`src/rtl/spi_register_slave.sv`:
```
// SPI responder with a byte-wide register file: 16-bit frames {rw, addr[6:0], data[7:0]}, MSB first.
// Pin edge to action is 3 clocks; no backpressure, the master owns the link timing.
module spi_register_slave #(
   parameter int NUM_REGS = 16
) (
   input  logic       i_clock,
   input  logic       i_reset,
   input  logic       i_sen,
   input  logic       i_sck,
   input  logic       i_sdat,
   output logic       o_sout,
   output logic       o_wrStrobe,
   output logic [6:0] o_wrAddress,
   output logic [7:0] o_wrData,
   output logic       o_rdStrobe,
   output logic       o_frameError
);

   localparam int         IDX_W      = (NUM_REGS > 1) ? $clog2(NUM_REGS) : 1;
   localparam logic [7:0] NUM_REGS_B = 8'(NUM_REGS);

   typedef enum logic [1:0] {IDLE, SHIFT, HOLD} state_t;

   state_t      state, state_nxt;
   logic [2:0]  sen_sync, sck_sync;
   logic [1:0]  sdat_sync;
   logic        sen_rise, sen_fall, sck_rise, sck_fall, sdat_s;
   logic [3:0]  bit_cnt;
   logic [14:0] shreg;
   logic [6:0]  tx;
   logic        rd_active;
   logic [7:0]  regs [NUM_REGS];
   logic        sck_take, load_rd, commit, abort, tx_shift;
   logic [6:0]  rd_addr, wr_addr;
   logic [7:0]  wr_data, rd_val;

   // Bits [1:0] synchronise, bit [2] is the previous value for edge detection.
   // Clearing them to 0 on reset means a frame cut by reset restarts only after sen goes high then low.
   always_ff @(posedge i_clock) begin
      if (i_reset) begin
         sen_sync  <= '0;
         sck_sync  <= '0;
         sdat_sync <= '0;
      end else begin
         sen_sync  <= {sen_sync[1:0], i_sen};
         sck_sync  <= {sck_sync[1:0], i_sck};
         sdat_sync <= {sdat_sync[0], i_sdat};
      end
   end

   assign sen_rise = sen_sync[1] & ~sen_sync[2];
   assign sen_fall = ~sen_sync[1] & sen_sync[2];
   assign sck_rise = sck_sync[1] & ~sck_sync[2];
   assign sck_fall = ~sck_sync[1] & sck_sync[2];
   assign sdat_s   = sdat_sync[1];

   // Fields are taken with the bit arriving this cycle appended to the shift register.
   assign rd_addr = {shreg[5:0], sdat_s};
   assign wr_addr = shreg[13:7];
   assign wr_data = {shreg[6:0], sdat_s};

   always_comb begin
      rd_val = 8'h00;
      if ({1'b0, rd_addr} < NUM_REGS_B)
         rd_val = regs[rd_addr[IDX_W-1:0]];
   end

   always_ff @(posedge i_clock) begin
      if (i_reset)
         state <= IDLE;
      else
         state <= state_nxt;
   end

   always_comb begin
      state_nxt = state;
      case (state)
         IDLE:    if (sen_fall) state_nxt = SHIFT;
         SHIFT: begin
            if (sen_rise)
               state_nxt = IDLE;
            else if (sck_rise && bit_cnt == 4'd15)
               state_nxt = HOLD;
         end
         HOLD:    if (sen_rise) state_nxt = IDLE;
         default: state_nxt = IDLE;
      endcase
   end

   // A sen rise masks any sck edge seen in the same cycle.
   always_comb begin
      sck_take = 1'b0;
      load_rd  = 1'b0;
      commit   = 1'b0;
      abort    = 1'b0;
      tx_shift = 1'b0;
      if (state == SHIFT) begin
         if (sen_rise) begin
            abort = 1'b1;
         end else begin
            if (sck_rise) begin
               sck_take = 1'b1;
               load_rd  = (bit_cnt == 4'd7) && shreg[6];
               commit   = (bit_cnt == 4'd15) && !shreg[14] && ({1'b0, wr_addr} < NUM_REGS_B);
            end
            tx_shift = sck_fall && rd_active;
         end
      end
   end

   always_ff @(posedge i_clock) begin
      if (i_reset) begin
         bit_cnt      <= '0;
         shreg        <= '0;
         tx           <= '0;
         rd_active    <= 1'b0;
         o_sout       <= 1'b0;
         o_wrStrobe   <= 1'b0;
         o_wrAddress  <= '0;
         o_wrData     <= '0;
         o_rdStrobe   <= 1'b0;
         o_frameError <= 1'b0;
         for (int i = 0; i < NUM_REGS; i++)
            regs[i] <= 8'h00;
      end else begin
         o_wrStrobe   <= commit;
         o_rdStrobe   <= load_rd;
         o_frameError <= abort;
         if (state == IDLE && sen_fall)
            bit_cnt <= '0;
         if (sck_take) begin
            shreg   <= {shreg[13:0], sdat_s};
            bit_cnt <= bit_cnt + 4'd1;
         end
         if (commit) begin
            regs[wr_addr[IDX_W-1:0]] <= wr_data;
            o_wrAddress              <= wr_addr;
            o_wrData                 <= wr_data;
         end
         // tx holds the bits still to be sent; o_sout carries the current one.
         if (state_nxt != SHIFT) begin
            rd_active <= 1'b0;
            tx        <= '0;
            o_sout    <= 1'b0;
         end else if (load_rd) begin
            rd_active <= 1'b1;
            tx        <= rd_val[6:0];
            o_sout    <= rd_val[7];
         end else if (tx_shift) begin
            tx     <= {tx[5:0], 1'b0};
            o_sout <= tx[6];
         end
      end
   end

endmodule

```
`config.mk`:
```
export PLATFORM = sky130hd
export DESIGN_NAME = spi_register_slave
export DESIGN_NICKNAME = d
export VERILOG_FILES = /design/src/rtl/spi_register_slave.sv
export SDC_FILE = /design/constraint.sdc
export NUM_CORES = 1
export LEC_CHECK = 0
export BUFFER_PORTS_ARGS = -buffer_cell sky130_fd_sc_hd__buf_2
export CORE_ASPECT_RATIO = 1.2
export CORE_MARGIN = 2
export CORE_UTILIZATION = 60
export CTS_BUF_LIST = sky130_fd_sc_hd__clkbuf_4
export DETAILED_ROUTE_END_ITERATION = 16
export GPL_TIMING_DRIVEN = 1
export MAX_ROUTING_LAYER = met4
export PLACE_DENSITY = 0.78
export SYNTH_ARGS = -nofsm -noshare
export SYNTH_HDL_FRONTEND = slang
export SYNTH_SLANG_ARGS = --single-unit
export TNS_END_PERCENT = 5
```
`constraint.sdc`:
```
create_clock -name i_clock -period 2.8 [get_ports i_clock]
set_clock_uncertainty 0.15 [all_clocks]
set_input_delay 0.56 -clock i_clock [delete_from_list [all_inputs] [get_ports i_clock]]
set_output_delay 0.56 -clock i_clock [all_outputs]
set_load 0.03 [all_outputs]
```
==> metrics.txt <==
status completed; Clock Tree Buf Depth 2; Buf/Inv on CP 0; Critical R2R Capture regs[6][0]; max cap viols 0; Comb power frac 3.5%; Clock power frac 29.8%; Hold Fails Final Rpt 0; syn avg cell area 11.67 sq um; remaining antenna violation count after routing 0; YS warnings 0; startpoint type of the worst setup path register; PwrDens 534.9 nW/um^2; CP Cell Sequence nor2b_1, nand2_1, nor4b_4, and3_1, a21o_1; Initial Utilization 61.72%; die area 14020 sq um; initial antenna violation count 1; # rows 45; Die X 108.4 um; Cell Int Power 0.003493 W; clock sinks 184; largest net degree at the start of global routing 51; Final setup viols 0; area grow syn2layout 6.675%; Fillers 984; root cell of the clock tree clkbuf_4; hold path start i_sdat; Port Buffers 23; nets 690; asr flop ratio synth 0%; DR pass1 iterations 5; crit-path leading delay family simple AND/OR/NAND/NOR gates; number of synthesized register bits 184; CP max-delay cell dfxtp_1; top_reg_cell synth edfxtp_1; Tmin final 2.499 ns; postcts setup bufs 0; DRC errors left 0; Iter 0 DRT Violations 541; placed cell count 829; Cells after Synth 673; critical path data required time 2.90 ns; Slew headroom 51.44%; Psw 0.0009884 W; Sw Ratio 22.06%; H-tree depth 4; setup slack, reg-to-reg 0.30 ns; R2R Path Start state[0]; CP Capture Type register; FF-to-FF path depth 5; worst min path class in -> reg; Hold Path Depth 2; via count 5243; DR WL/cell 19.42 um; Hold Buf Count CTS 0; gr usage total 26.33%; cts repair resizes 0; Worst Hold End sdat_sync[0]; DP Wirelength 11430 um; pre-CTS WS 0.3576 ns; # IOs 24; Tightest Pin Transition 0.7263 ns; global placement routability congestion 0.8842; layout cells sized above 1 16.52%; Arr. time, crit path 2.60 ns; Post-Syn Area 7854 sq um; Largest stage delay, worst path 0.42 ns; sequential area share after synthesis 63.21%; global-route wire length before repair 26190 um; Final Non-Filler Cells 861; largest fanout on the critical path 8; Achievable Freq 400.1 MHz; CTS tree built; CTS clk-pin slew, worst paths 0.13 ns; Register Area 4966 sq um; RSZ-0062 raised after global routing no; number of global-route vias before repair 5166; CTS Buf Count 17; multi-input logic area 2655 sq um; CORE AREA 12720 sq um; routed wire length 16720 um; Final WS setup 0.3007 ns; Worst IR Drop VDD 0.3259 mV; sequential share of power 66.6%; P_leak 2.806 nW; Setup CP Type reg -> reg; Post-synth EDFFs 128; vias per cell 6.089; final setup TNS 0 ns; Syn Nets 679; Max Slew Vio Count 0; fin crit share 89.26%; Die H 129.3 um; grt ovf 0; synth unique cells 36; later-pin clock latency in the skew report 0.58 ns
-- cell families (layout without fill, tap and decap cells) --
| kind of cell | after synthesis | count (layout) | share of synthesized area, % |
|---|---|---|---|
| compound gates | 76 | 76 | 5.799 |
| fa+ha+maj | 1 | 1 | 0.1593 |
| buf+inv | 53 | 76 | 2.979 |
| flops | 184 | 184 | 63.22 |
| mux | 41 | 41 | 10.47 |
| other cells | 0 | 1 | 0 |
| simple gates | 318 | 318 | 17.38 |
-- registers in the layout, summed over array words and instances, names as in the netlist --
register / cells
shreg: 15
regs: 128
tx: 7
bit_cnt: 4
o_sout: 1
o_wrAddress: 7
o_frameError: 1
rd_active: 1
o_rdStrobe: 1
sen_sync: 3
sck_sync: 3
sdat_sync: 2
o_wrStrobe: 1
state: 2
o_wrData: 8
-- cell usage after synthesis (all sizes together) (2+ instances only) --
cell / instances / area share (%)
a211oi: 8 / 0.76
a21o: 12 / 1.1
a21oi: 41 / 2.6
a31oi: 2 / 0.16
a41o: 4 / 0.51
and2: 2 / 0.16
and3: 3 / 0.24
buf: 26 / 1.7
clkbuf: 22 / 1.1
dfxtp: 56 / 14
edfxtp: 128 / 49
inv: 5 / 0.24
mux2: 9 / 1.3
mux4: 32 / 9.2
nand2: 111 / 5.3
nand2b: 10 / 0.80
nand3: 5 / 0.32
nand3b: 4 / 0.38
nand4: 2 / 0.16
nor2: 152 / 7.3
nor2b: 12 / 0.96
nor3: 4 / 0.38
nor3b: 4 / 0.38
nor4: 3 / 0.24
o21ai: 8 / 0.51
or3: 2 / 0.16
-- layout make-up --
| class | count | area share (%) |
|---|---|---|
| Sequential cell | 184 | 59.27 |
| Multi-Input combinational cell | 436 | 31.69 |
| Clock buffer | 20 | 1.792 |
| Inverter | 5 | 0.2240 |
| Timing Repair Buffer | 40 | 3.345 |
| Tap cell | 164 | 2.449 |
| Antenna cell | 1 | 0.02987 |
| Clock inverter | 11 | 1.195 |
-- power by group through the flow --
stage | clock network, W | logic [W] | registers [W]
finish | 0.00134 | 0.000159 | 0.00299
CTS | 0.00135 | 0.000160 | 0.00299
global route | 0.00144 | 0.000171 | 0.00299
global placement | 0 | 0.000156 | 0.00304
detailed placement | 0 | 0.000159 | 0.00305
floorplan | 0 | 0.000120 | 0.00303
-- placed cells by master (no fill, tap or decap), types with 4 or more instances in the layout --
| cell | synthesis | routed |
|---|---|---|
| a21oi_1 | 41 | 41 |
| clkinvlp_4 | 0 | 4 |
| o21ai_0 | 8 | 8 |
| dfxtp_1 | 56 | 55 |
| buf_4 | 2 | 14 |
| nor2_1 | 152 | 152 |
| nand3b_1 | 4 | 4 |
| mux2_2 | 9 | 9 |
| buf_2 | 22 | 23 |
| a41o_1 | 4 | 4 |
| inv_1 | 5 | 5 |
| nand3_1 | 5 | 5 |
| a21o_1 | 12 | 12 |
| nand2b_1 | 10 | 10 |
| a211oi_1 | 8 | 8 |
| edfxtp_1 | 128 | 128 |
| nor3b_1 | 4 | 4 |
| clkbuf_4 | 0 | 20 |
| mux4_2 | 32 | 32 |
| nand2_1 | 111 | 111 |
| nor2b_1 | 12 | 12 |
-- through the flow --
stage / hold WS, ns / power [W] / utilization (%) / instance area (sq um)
2_1_floorplan: 0.2638 / 0.003155 / - / 7854
4_1_cts: 0.007279 / 0.004494 / 65.82 / 8376
5_1_grt: 0.01002 / 0.004601 / 65.84 / 8378
3_3_place_gp: 0.2679 / 0.003197 / 63.85 / 8125
3_5_place_dp: 0.2809 / 0.003206 / 63.85 / 8125
6_report: 0.03125 / 0.004482 / 65.84 / 8378
-- how the worst max path moves through the flow --
stage               startpoint          to  slack, ns  cells past startpoint
finish                state[0]  regs[6][0]       0.30                      5
global placement       i_reset  regs[6][0]       0.42                      4
detailed placement  bit_cnt[0]  regs[6][0]       0.36                      5
CTS                   state[0]  regs[6][0]       0.34                      5
floorplan           bit_cnt[0]  regs[8][0]       0.71                      5
global route          state[0]  regs[6][1]       0.18                      5
-- per-layer routing --
metal	vias up	share of wire, %	global-route usage [%]	routed length, um
li1	2389	-	-	-
met1	2566	39	32.69	6558
met2	243	51	41.88	8575
met3	45	7.1	5.885	1189
met4	0	2.4	11.39	400
met5	-	0	-	0
No activity file was read; power rests on OpenSTA's default activity.
